**src/rtl/sp_ram_ctrl_pkg.sv**
```systemverilog
// Shared types and helpers for the sp_ram_ctrl front-end controller.
package sp_ram_ctrl_pkg;

  typedef enum logic [1:0] {
    GNT_NONE = 2'd0,
    GNT_WR   = 2'd1,
    GNT_RD   = 2'd2
  } grant_e;

  // Bits needed to hold a count of 0..depth inclusive.
  function automatic int unsigned cnt_width(input int unsigned depth);
    return $clog2(depth + 1);
  endfunction

endpackage

```
**src/rtl/sp_ram_ctrl_fifo.sv**
```systemverilog
// Synchronous fall-through FIFO for read responses; exposes its occupancy.
module sp_ram_ctrl_fifo
  import sp_ram_ctrl_pkg::*;
#(
  parameter int unsigned DW    = 4,
  parameter int unsigned DEPTH = 5,
  parameter int unsigned CW    = cnt_width(DEPTH)
) (
  input  logic          clk,
  input  logic          rst,
  input  logic          push,
  input  logic [DW-1:0] push_data,
  input  logic          pop,
  output logic          head_valid,
  output logic [DW-1:0] head_data,
  output logic [CW-1:0] count
);

  localparam int unsigned PW = (DEPTH > 1) ? $clog2(DEPTH) : 1;

  logic [DW-1:0] mem_q [DEPTH];
  logic [DW-1:0] mem_d [DEPTH];
  logic [PW-1:0] wr_ptr_q, wr_ptr_d;
  logic [PW-1:0] rd_ptr_q, rd_ptr_d;
  logic [CW-1:0] count_q, count_d;
  logic          do_pop;

  function automatic logic [PW-1:0] ptr_inc(input logic [PW-1:0] p);
    return (p == PW'(DEPTH - 1)) ? '0 : p + PW'(1);
  endfunction

  always_comb begin
    do_pop   = pop && (count_q != '0);
    mem_d    = mem_q;
    wr_ptr_d = wr_ptr_q;
    rd_ptr_d = rd_ptr_q;
    count_d  = count_q;
    if (push) begin
      mem_d[wr_ptr_q] = push_data;
      wr_ptr_d        = ptr_inc(wr_ptr_q);
    end
    if (do_pop) begin
      rd_ptr_d = ptr_inc(rd_ptr_q);
    end
    if (push && !do_pop) begin
      count_d = count_q + CW'(1);
    end else if (!push && do_pop) begin
      count_d = count_q - CW'(1);
    end
  end

  always_ff @(posedge clk) begin
    if (rst) begin
      wr_ptr_q <= '0;
      rd_ptr_q <= '0;
      count_q  <= '0;
    end else begin
      wr_ptr_q <= wr_ptr_d;
      rd_ptr_q <= rd_ptr_d;
      count_q  <= count_d;
    end
  end

  always_ff @(posedge clk) begin
    mem_q <= mem_d;
  end

  // Upstream credit accounting must make a push into a full FIFO impossible.
  always_ff @(posedge clk) begin
    if (!rst && push && !do_pop) begin
      assert (count_q < CW'(DEPTH));
    end
  end

  assign head_valid = (count_q != '0);
  assign head_data  = head_valid ? mem_q[rd_ptr_q] : '0;
  assign count      = count_q;

endmodule

```
**src/rtl/sp_ram_ctrl.sv**
```systemverilog
// Single-port RAM front-end: arbitrates write/read streams, tracks read latency,
// returns ordered read data. Define SP_RAM_CTRL_RR_ARB_EN for round-robin arbitration.
module sp_ram_ctrl
  import sp_ram_ctrl_pkg::*;
#(
  parameter int unsigned AW             = 3,
  parameter int unsigned DW             = 4,
  parameter int unsigned READ_LATENCY_A = 3,
  parameter int unsigned FIFO_DEPTH     = READ_LATENCY_A + 2
) (
  input  logic          clka,
  input  logic          rsta,
  input  logic          wr_valid,
  output logic          wr_ready,
  input  logic [AW-1:0] wr_addr,
  input  logic [DW-1:0] wr_data,
  input  logic          rd_valid,
  output logic          rd_ready,
  input  logic [AW-1:0] rd_addr,
  output logic          rdata_valid,
  input  logic          rdata_ready,
  output logic [DW-1:0] rdata,
  output logic          ram_ena,
  output logic          ram_wea,
  output logic          ram_regcea,
  output logic [AW-1:0] ram_addra,
  output logic [DW-1:0] ram_dina,
  input  logic [DW-1:0] ram_douta
);

  localparam int unsigned CW  = cnt_width(FIFO_DEPTH);
  localparam int unsigned SRW = READ_LATENCY_A + 1;

  grant_e        grant;
  logic          rd_ok;
  logic [31:0]   outstanding;
  logic [CW-1:0] fifo_count;

  logic          ram_ena_q, ram_ena_d;
  logic          ram_wea_q, ram_wea_d;
  logic [AW-1:0] ram_addra_q, ram_addra_d;
  logic [DW-1:0] ram_dina_q, ram_dina_d;
  logic [SRW-1:0] sr_q, sr_d;

`ifdef SP_RAM_CTRL_RR_ARB_EN
  logic last_wr_q, last_wr_d;
`endif

  // Reads in the RAM pipeline plus reads parked in the FIFO must fit the FIFO.
  always_comb begin
    outstanding = 32'($countones(sr_q)) + 32'(fifo_count);
    rd_ok       = rd_valid && (outstanding < FIFO_DEPTH);
    grant       = GNT_NONE;
    if (!rsta) begin
`ifdef SP_RAM_CTRL_RR_ARB_EN
      if (wr_valid && rd_ok) begin
        grant = last_wr_q ? GNT_RD : GNT_WR;
      end else if (wr_valid) begin
        grant = GNT_WR;
      end else if (rd_ok) begin
        grant = GNT_RD;
      end
`else
      if (wr_valid) begin
        grant = GNT_WR;
      end else if (rd_ok) begin
        grant = GNT_RD;
      end
`endif
    end
  end

  assign wr_ready = (grant == GNT_WR);
  assign rd_ready = (grant == GNT_RD);

  always_comb begin
    ram_ena_d   = 1'b1;
    ram_wea_d   = (grant == GNT_WR);
    ram_addra_d = ram_addra_q;
    ram_dina_d  = ram_dina_q;
    if (grant == GNT_WR) begin
      ram_addra_d = wr_addr;
      ram_dina_d  = wr_data;
    end else if (grant == GNT_RD) begin
      ram_addra_d = rd_addr;
    end
    // Bit k set means a read issued k+1 edges ago; the top bit lines up with valid douta.
    sr_d = {sr_q[SRW-2:0], (grant == GNT_RD)};
`ifdef SP_RAM_CTRL_RR_ARB_EN
    last_wr_d = last_wr_q;
    if (grant == GNT_WR) begin
      last_wr_d = 1'b1;
    end else if (grant == GNT_RD) begin
      last_wr_d = 1'b0;
    end
`endif
  end

  always_ff @(posedge clka) begin
    if (rsta) begin
      ram_ena_q   <= 1'b0;
      ram_wea_q   <= 1'b0;
      ram_addra_q <= '0;
      ram_dina_q  <= '0;
      sr_q        <= '0;
`ifdef SP_RAM_CTRL_RR_ARB_EN
      last_wr_q   <= 1'b0;
`endif
    end else begin
      ram_ena_q   <= ram_ena_d;
      ram_wea_q   <= ram_wea_d;
      ram_addra_q <= ram_addra_d;
      ram_dina_q  <= ram_dina_d;
      sr_q        <= sr_d;
`ifdef SP_RAM_CTRL_RR_ARB_EN
      last_wr_q   <= last_wr_d;
`endif
    end
  end

  sp_ram_ctrl_fifo #(
    .DW    (DW),
    .DEPTH (FIFO_DEPTH),
    .CW    (CW)
  ) u_fifo (
    .clk        (clka),
    .rst        (rsta),
    .push       (sr_q[SRW-1]),
    .push_data  (ram_douta),
    .pop        (rdata_ready),
    .head_valid (rdata_valid),
    .head_data  (rdata),
    .count      (fifo_count)
  );

  assign ram_ena    = ram_ena_q;
  assign ram_regcea = ram_ena_q;
  assign ram_wea    = ram_wea_q;
  assign ram_addra  = ram_addra_q;
  assign ram_dina   = ram_dina_q;

endmodule

```
**config.mk**
```make
export PLATFORM = sky130hd
export DESIGN_NAME = sp_ram_ctrl
export DESIGN_NICKNAME = d
export VERILOG_FILES = /design/src/rtl/sp_ram_ctrl_pkg.sv /design/src/rtl/sp_ram_ctrl_fifo.sv /design/src/rtl/sp_ram_ctrl.sv
export SDC_FILE = /design/constraint.sdc
export NUM_CORES = 1
export LEC_CHECK = 0
export CAP_MARGIN = 10
export CORE_ASPECT_RATIO = 1.4
export CORE_MARGIN = 5
export CORE_UTILIZATION = 35
export DETAILED_ROUTE_END_ITERATION = 10
export PLACE_DENSITY = 0.62
export SLEW_MARGIN = 20
export SYNTH_ARGS = -nofsm -noshare
export SYNTH_HDL_FRONTEND = slang
export SYNTH_SLANG_ARGS = --single-unit
```
**constraint.sdc**
```tcl
create_clock -name clka -period 6.26 [get_ports clka]
set_input_delay 0.626 -clock clka [delete_from_list [all_inputs] [get_ports clka]]
set_output_delay 0.626 -clock clka [all_outputs]
set_load 0.02 [all_outputs]
```
Word-level counts from Yosys, hierarchy flattened
Cells that the tools add are included.
{"block": "op_classes", "add_sub_neg": 8, "n_lt_le_gt_ge": 4, "n_eq_ne": 4, "n_mux": 17, "bitwise_logic": 2, "reduce_logical": 10}
{"operator": "$bwmux 20", "count": 1}
{"operator": "$mux 3", "count": 6}
{"operator": "$mux 4", "count": 4}
{"operator": "$bmux 4 s3", "count": 1}
{"operator": "$demux 4 s3", "count": 1}
{"operator": "$add 3x1->3 const B", "count": 3}
{"operator": "$ge 4x4->1 const B", "count": 2}
{"operator": "$not 3->4", "count": 2}
{"operator": "$eq 3x3->1 const B", "count": 2}
{"operator": "$mux 2", "count": 3}
{"operator": "$logic_and 1x1->1", "count": 5}
{"operator": "$add 1x1->2", "count": 2}
{"operator": "$add 3x3->4", "count": 1}
{"operator": "$lt 4x1->1 const B", "count": 1}
{"operator": "$lt 4x3->1 const B", "count": 1}
{"operator": "$reduce_bool 2->1", "count": 2}
{"operator": "$add 2x2->3", "count": 1}
{"operator": "$reduce_bool 3->1", "count": 1}
{"operator": "$sub 3x1->3 const B", "count": 1}
{"operator": "$eq 2x1->1 const B", "count": 1}
{"operator": "$eq 2x2->1 const B", "count": 1}
{"operator": "$logic_not 1->1", "count": 2}
{"operator": "$mux 1", "count": 1}
{"block": "totals", "ff_bits": 42, "out_inout_bits": 17, "elab_cells": 58}

Logic depth before layout (Yosys ltp)
Gate-level depths: netlist of run 1.
{"block": "depth", "word_depth": 11, "mapped_depth": 9, "mapped_depth_nobuf": 9}

Hierarchy
Synthesis of run 1 repeated with hierarchy kept, for this count alone.
{"block": "unflattened", "cells_unflattened": 153, "area_unflattened_um2": 1878.1}
{"mod": "sp_ram_ctrl_fifo", "n_inst": 1, "cells_each": 100, "area_per_inst_um2": 1293.7, "seq_area_each_um2": 780.7}
{"mod": "sp_ram_ctrl", "n_inst": 1, "cells_each": 53, "area_per_inst_um2": 584.3, "seq_area_each_um2": 260.2}

Least setup slack after synthesis of run 1
OpenSTA, ideal clock, no wires.
{"block": "synth_timing", "path_type": "flip-flop to output port", "from": "register sr_q[3]", "to": "output rd_ready", "arrival_ns": 2.380, "slack_ns": 3.254, "path_stages_with_launch": 8, "path_buffers": 0, "cell_sequence": "dfxtp_1 fa_1 fa_1 fa_1 o21bai_1 a21boi_0 nor3_1 ha_1"}
{"block": "synth_between", "elab_chain_cells": 9}
{"element": "from (decl)", "line_no": "sp_ram_ctrl.sv:43", "source": "logic [SRW-1:0] sr_q, sr_d;"}
{"element": "from (signal assigned)", "line_no": "sp_ram_ctrl.sv:114", "source": "sr_q <= sr_d;"}
{"element": "$add 1x1->2 (not written as such)", "line_no": "sp_ram_ctrl.sv:51", "source": "outstanding = 32'($countones(sr_q)) + 32'(fifo_count);"}
{"element": "$add 2x2->3 (not written as such)", "line_no": "sp_ram_ctrl.sv:51"}
{"element": "$add 3x3->4", "line_no": "sp_ram_ctrl.sv:51"}
{"element": "$lt 4x3->1", "line_no": "sp_ram_ctrl.sv:52", "source": "rd_ok = rd_valid && (outstanding < FIFO_DEPTH);"}
{"element": "$logic_and 1x1->1", "line_no": "sp_ram_ctrl.sv:52"}
{"element": "$mux 2", "line_no": "sp_ram_ctrl.sv:66", "source": "end else if (rd_ok) begin"}
{"element": "$mux 2", "line_no": "sp_ram_ctrl.sv:64", "source": "if (wr_valid) begin"}
{"element": "$mux 2", "line_no": "sp_ram_ctrl.sv:54", "source": "if (!rsta) begin"}
{"element": "$eq 2x2->1", "line_no": "sp_ram_ctrl.sv:74", "source": "assign rd_ready = (grant == GNT_RD);"}
{"element": "to (decl)", "line_no": "sp_ram_ctrl.sv:18", "source": "output logic rd_ready,"}
Every way passes these cells.

Worst setup path after layout of run 1
Ends and elaborated chain as after synthesis.

==> flow_metrics.env, run 1 <==
export IMPL_outcome="finished, final reports clean"
export IMPL_dp_cells=251
export IMPL_relSlewSlack=0.462
export IMPL_synth_top_cell_by_area="edfxtp_1"
export IMPL_cts_tree="done"
export IMPL_wl_per_cell_um=13.9
export IMPL_post_drt_via_cell_ratio=4.76
export IMPL_drtIter0Drc=46
export IMPL_utilization=0.456
export IMPL_ys_warn_count=0
export IMPL_ff2ff_setup_slack_ns=3.26
export IMPL_finalSetupTns_ns=0
export IMPL_cts_resized=0
export IMPL_end_kind="output pin"
export IMPL_slew_violations=0
export IMPL_routed_wl_um=3610
export IMPL_initial_core_util=0.361
export IMPL_n_fill_cell=486
export IMPL_synth_area_per_cell_sq_um=12.0
export IMPL_drive_gt1_frac=0.114
export IMPL_worst_setup_path_start_kind="flip-flop"
export IMPL_postCtsSetupBuffers=0
export IMPL_synth_edff_count=20
export IMPL_place_congestion=0.743
export IMPL_syn_num_nets=186
export IMPL_yosysSeqAreaShare=0.555
export IMPL_path_clk_slew_ns=0.08
export IMPL_worstPathMaxFanout=7
export IMPL_dieWidth_um=71.9
export IMPL_clock_root_buffer="clkbuf_8"
export IMPL_setup_viol=0
export IMPL_grt_pass1_vias=1352
export IMPL_portBuffers=35
export IMPL_rows=31
export IMPL_min_delay_start="sr_q[0]$_SDFF_PP0_"
export IMPL_fmaxAchievable_mhz=248
export IMPL_cts_sinks=42
export IMPL_clk_latency_ns=0.29
export IMPL_htreeDepth=2
export IMPL_postRouteAntennaNets=0
export IMPL_ff2ff_path_depth=9
export IMPL_whs_path_depth=1
export IMPL_fin_cells=259
export IMPL_grt_pass1_wl_um=6150
export IMPL_r2r_end="ram_addra[2]$_SDFFE_PP0P_"
export IMPL_drc=0
export IMPL_rsz0062_at_grt="no"
export IMPL_synth_ff_latch_count=42
export IMPL_core_area_sq_mm=0.00520
export IMPL_first_pass_iters=4
export IMPL_ios=36
export IMPL_die_area_sq_mm=0.00694
export IMPL_async_reset_ff_frac=0
export IMPL_dpl_hpwl_um=2760
export IMPL_synth_cells=156
export IMPL_cp_arrival_ns=3.40
export IMPL_power_density_mw_per_mm2=324
export IMPL_fin_nets=222
export IMPL_ir_worst_vdd_mv=0.129
export IMPL_whs_endpoint="sr_q[1]$_SDFF_PP0_"
export IMPL_gr_total_overflow=0
export IMPL_grt_max_degree=23
export IMPL_synth_area_sq_mm=0.00188
export IMPL_hold_viol_final=0
export IMPL_synth_common_cells="22 x dfxtp_1, 20 x edfxtp_1, 17 x nor2_1, 11 x mux2_2, 10 x mux2i_1"
export IMPL_synth_most_common_cell="dfxtp_1"
export IMPL_synth_top_area_share=0.320
export IMPL_ys_top_cells_by_area="edfxtp_1 32%, dfxtp_1 23%, mux2_2 6.6%"
export IMPL_p_leak_nw=0.902
export IMPL_cts_buffer_depth=2
export IMPL_drv_cap=0
export IMPL_period_needed_ns=4.03
export IMPL_synth_main_ff_cell="dfxtp_1"
export IMPL_post_route_period_util=0.643
export IMPL_area_delta_synth_final_pct=26.4
export IMPL_hold_class="reg2reg"
export IMPL_ys_types=30
export IMPL_r2r_start="sr_q[3]$_SDFF_PP0_"
export IMPL_grt_use_total=0.109
export IMPL_critPathKind="reg2out"
export IMPL_num_antenna_cells=0
export IMPL_route_vias_total=1234
export IMPL_skew_ns=0.00959
export IMPL_worst_pin_slew_ns=0.804
export IMPL_die_y_um=96.6
export IMPL_antenna_found_initial=0
export IMPL_ctsHoldBuffers=0
export IMPL_required_ns=5.63
export IMPL_cts_buffers=5
-- flip-flops by register name, indices dropped and copies added (netlist names) --
| name | cells |
|---|---|
| u_fifo.mem_q | 20 |
| ram_dina | 4 |
| sr_q | 4 |
| ram_addra | 3 |
| u_fifo.count | 3 |
| u_fifo.rd_ptr_q | 3 |
| u_fifo.wr_ptr_q | 3 |
| ram_ena | 1 |
| ram_wea | 1 |
-- area by class of cell --
type	count	area (sq um)	share of cell area
Clock buffer	5	68.8	0.0290
Clock inverter	3	23.8	0.0100
Inverter	9	33.8	0.0142
Multi-Input combinational cell	99	771	0.325
Sequential cell	42	1040	0.439
Tap cell	66	82.6	0.0348
Timing Repair Buffer	35	350	0.148
-- worst max-delay path by stage --
stage,start,to,slack [ns]
final,sr_q[3]$_SDFF_PP0_,rd_ready,2.23
after global routing,sr_q[3]$_SDFF_PP0_,rd_ready,2.06
after floorplan,sr_q[3]$_SDFF_PP0_,rd_ready,3.25
after CTS,sr_q[3]$_SDFF_PP0_,rd_ready,2.22
after global placement,sr_q[3]$_SDFF_PP0_,rd_ready,2.64
after detailed placement,sr_q[3]$_SDFF_PP0_,rd_ready,2.54
-- report_power, final --
part | switching [mW] | leakage [nW] | internal [mW]
sequential | 0.0340 | 0.359 | 0.305
clock | 0.0942 | 0.0408 | 0.0796
combinational | 0.130 | 0.502 | 0.125
total | 0.258 | 0.902 | 0.509
-- per-layer routing --
| layer | track usage | vias to the layer above | wire [um] |
|---|---|---|---|
| met5 | 0 | - | 0 |
| met3 | 0.0363 | 7 | 215 |
| li1 | - | 618 | - |
| met2 | 0.182 | 41 | 1790 |
| met4 | 0.0391 | 0 | 60 |
| met1 | 0.129 | 568 | 1550 |
-- critical path, stage by stage (launching register included) --
cell	delay [ns]
dfxtp_1	0.47
fa_1	0.48
fa_1	0.43
fa_1	0.47
o21bai_1	0.15
a21boi_0	0.09
nor3_1	0.22
ha_1	0.19
clkdlybuf4s50_1	0.61
-- placed cells by master, fill, tap and decap left out, drive strengths merged, types with 4 or more instances in the layout --
| cell type | n |
|---|---|
| a21oi | 9 |
| mux2i | 10 |
| ha | 7 |
| clkdlybuf4s50 | 35 |
| o21ai | 4 |
| mux2 | 11 |
| dfxtp | 22 |
| inv | 10 |
| nor2 | 17 |
| a22oi | 5 |
| fa | 4 |
| clkbuf | 5 |
| edfxtp | 20 |
| nor2b | 6 |
| nand2 | 6 |
| nor3 | 4 |
-- stage by stage --
step	setup WS (ns)	hold slack (ns)	cell area [sq um]	power [mW]
2_1_floorplan	3.25	0.469	1880	0.498
3_3_place_gp	2.64	0.474	2280	0.592
3_5_place_dp	2.54	0.491	2280	0.603
4_1_cts	2.22	0.510	2370	0.780
5_1_grt	2.06	0.519	2370	0.814
6_report	2.23	0.504	2370	0.768
-- cells by family after synthesis --
group           count (synthesis)  share of synthesized area
mux                            21                      0.119
compound gates                 23                     0.0834
xor+xnor                        2                    0.00934
fa+ha+maj                      11                     0.0894
flops                          42                      0.555
buf+inv                        15                     0.0340
simple gates                   42                      0.109
No activity file was read; power rests on OpenSTA's default activity.
==> run 2: changes to the inputs <==
Clock period 6.26 ns to 4.1 ns, I/O delays scaled along.
==> run 2 against run 1 <==
  * Final cell count is the same
  * Combinational power is 51% higher
  * Via count shrank 0.89%
  * Hold slack worse by 0.010 ns
  * Largest cell class unchanged
  * Wire length decreased by 0.30%
  * Non-clock buffer count unchanged
  * Utilization is the same
==> flow_metrics.env, run 2 (synthesis gave the netlist of run 1 again) <==
export IMPL_outcome="finished, final reports clean"
export IMPL_cts_tree="done"
export IMPL_r2r_start="sr_q[3]$_SDFF_PP0_"
export IMPL_regMostFlops="u_fifo.mem_q"
export IMPL_placed_area_sq_mm=0.00228
export IMPL_fin_nets=222
export IMPL_cts_buffers=5
export IMPL_ctsHoldBuffers=0
export IMPL_grt_pass1_wl_um=6130
export IMPL_worst_pin_slew_ns=0.792
export IMPL_post_route_period_util=0.922
export IMPL_fin_cells=259
export IMPL_route_vias_total=1223
export IMPL_fmaxAchievable_mhz=265
export IMPL_ff2ff_setup_slack_ns=1.12
export IMPL_final_cell_mix="35 x clkdlybuf4s50_1, 22 x dfxtp_1, 20 x edfxtp_1, 17 x nor2_1, 11 x mux2_2"
export IMPL_portBuffers=35
export IMPL_drtIter0Drc=72
export IMPL_end_kind="output pin"
export IMPL_min_delay_start="sr_q[1]$_SDFF_PP0_"
export IMPL_gr_total_overflow=0
export IMPL_path_clk_slew_ns=0.08
export IMPL_dpl_hpwl_um=2770
export IMPL_p_leak_nw=0.902
export IMPL_die_area_sq_mm=0.00694
export IMPL_antenna_found_initial=0
export IMPL_whs_endpoint="sr_q[2]$_SDFF_PP0_"
export IMPL_drive_gt1_frac=0.114
export IMPL_rsz0062_at_grt="no"
export IMPL_ff2ff_path_depth=9
export IMPL_final_common_cell="clkdlybuf4s50_1"
export IMPL_whs_path_depth=1
export IMPL_r2r_end="ram_addra[2]$_SDFFE_PP0P_"
export IMPL_drc=0
export IMPL_critPathKind="reg2out"
export IMPL_clock_root_buffer="clkbuf_8"
export IMPL_post_drt_via_cell_ratio=4.72
export IMPL_postCtsSetupBuffers=0
export IMPL_cts_buffer_depth=2
export IMPL_drv_cap=0
export IMPL_cts_resized=0
export IMPL_power_density_mw_per_mm2=495
export IMPL_worst_setup_path_start_kind="flip-flop"
export IMPL_n_fill_cell=512
export IMPL_grt_pass1_vias=1322
export IMPL_worstPathMaxFanout=7
export IMPL_first_pass_iters=4
export IMPL_setup_viol=0
export IMPL_wl_per_cell_um=13.9
export IMPL_die_y_um=96.6
export IMPL_place_congestion=0.779
export IMPL_finalSetupTns_ns=0
export IMPL_num_antenna_cells=0
export IMPL_area_delta_synth_final_pct=26.4
export IMPL_hold_viol_final=0
export IMPL_ir_worst_vdd_mv=0.230
export IMPL_initial_core_util=0.361
export IMPL_postLayoutCellArea_sq_mm=0.00237
export IMPL_htreeDepth=2
export IMPL_ios=36
export IMPL_hold_class="reg2reg"
export IMPL_skew_ns=0.00857
export IMPL_core_area_sq_mm=0.00520
export IMPL_rows=31
export IMPL_period_needed_ns=3.78
export IMPL_dp_cells=251
export IMPL_largest_register_ffs=20
export IMPL_dieWidth_um=71.9
export IMPL_utilization=0.456
export IMPL_postRouteAntennaNets=0
export IMPL_cts_sinks=42
export IMPL_required_ns=3.69
export IMPL_routed_wl_um=3600
export IMPL_cp_arrival_ns=3.37
export IMPL_holdWs_ns=0.493
export IMPL_slew_violations=0
export IMPL_clk_latency_ns=0.30
export IMPL_relSlewSlack=0.470
export IMPL_grt_use_total=0.111
export IMPL_grt_max_degree=23
## run 2: layout make-up
cell class,count,area [sq um],share of cell area
Tap cell,66,82.6,0.0348
Clock inverter,3,23.8,0.0100
Clock buffer,5,68.8,0.0290
Sequential cell,42,1040,0.439
Timing Repair Buffer,35,350,0.148
Multi-Input combinational cell,99,771,0.325
Inverter,9,33.8,0.0142
## run 2: worst max-delay path by stage
| stage | from | endpoint | cells past startpoint |
|---|---|---|---|
| after floorplan | sr_q[3]$_SDFF_PP0_ | rd_ready | 7 |
| after global placement | sr_q[3]$_SDFF_PP0_ | rd_ready | 8 |
| after detailed placement | sr_q[3]$_SDFF_PP0_ | rd_ready | 8 |
| after CTS | sr_q[3]$_SDFF_PP0_ | rd_ready | 8 |
| after global routing | sr_q[3]$_SDFF_PP0_ | rd_ready | 8 |
| final | sr_q[3]$_SDFF_PP0_ | rd_ready | 8 |
## run 2: report_power, final
part	switching (mW)	leakage (nW)	internal, mW
clock	0.151	0.0408	0.122
combinational	0.195	0.502	0.191
sequential	0.0509	0.359	0.465
total	0.397	0.902	0.778
## run 2: routing by layer
metal / GRT usage / up-vias / routed length (um)
met5: 0 / - / 0
met4: 0.0434 / 0 / 64
met3: 0.0363 / 6 / 229
met2: 0.188 / 38 / 1820
met1: 0.126 / 562 / 1490
li1: - / 617 / -
## run 2: worst max-delay path, cell delays in order (launching register included)
cell and delay (ns):
dfxtp_1 0.47, fa_1 0.48, fa_1 0.41, fa_1 0.47, o21bai_1 0.14, a21boi_0 0.09, nor3_1 0.21, ha_1 0.20
clkdlybuf4s50_1 0.61
## run 2: per-stage QoR
step,power (mW),setup WS [ns]
floorplan,0.760,1.31
global placement,0.904,0.704
detailed placement,0.919,0.622
CTS,1.20,0.277
global route,1.26,0.131
finish,1.17,0.320
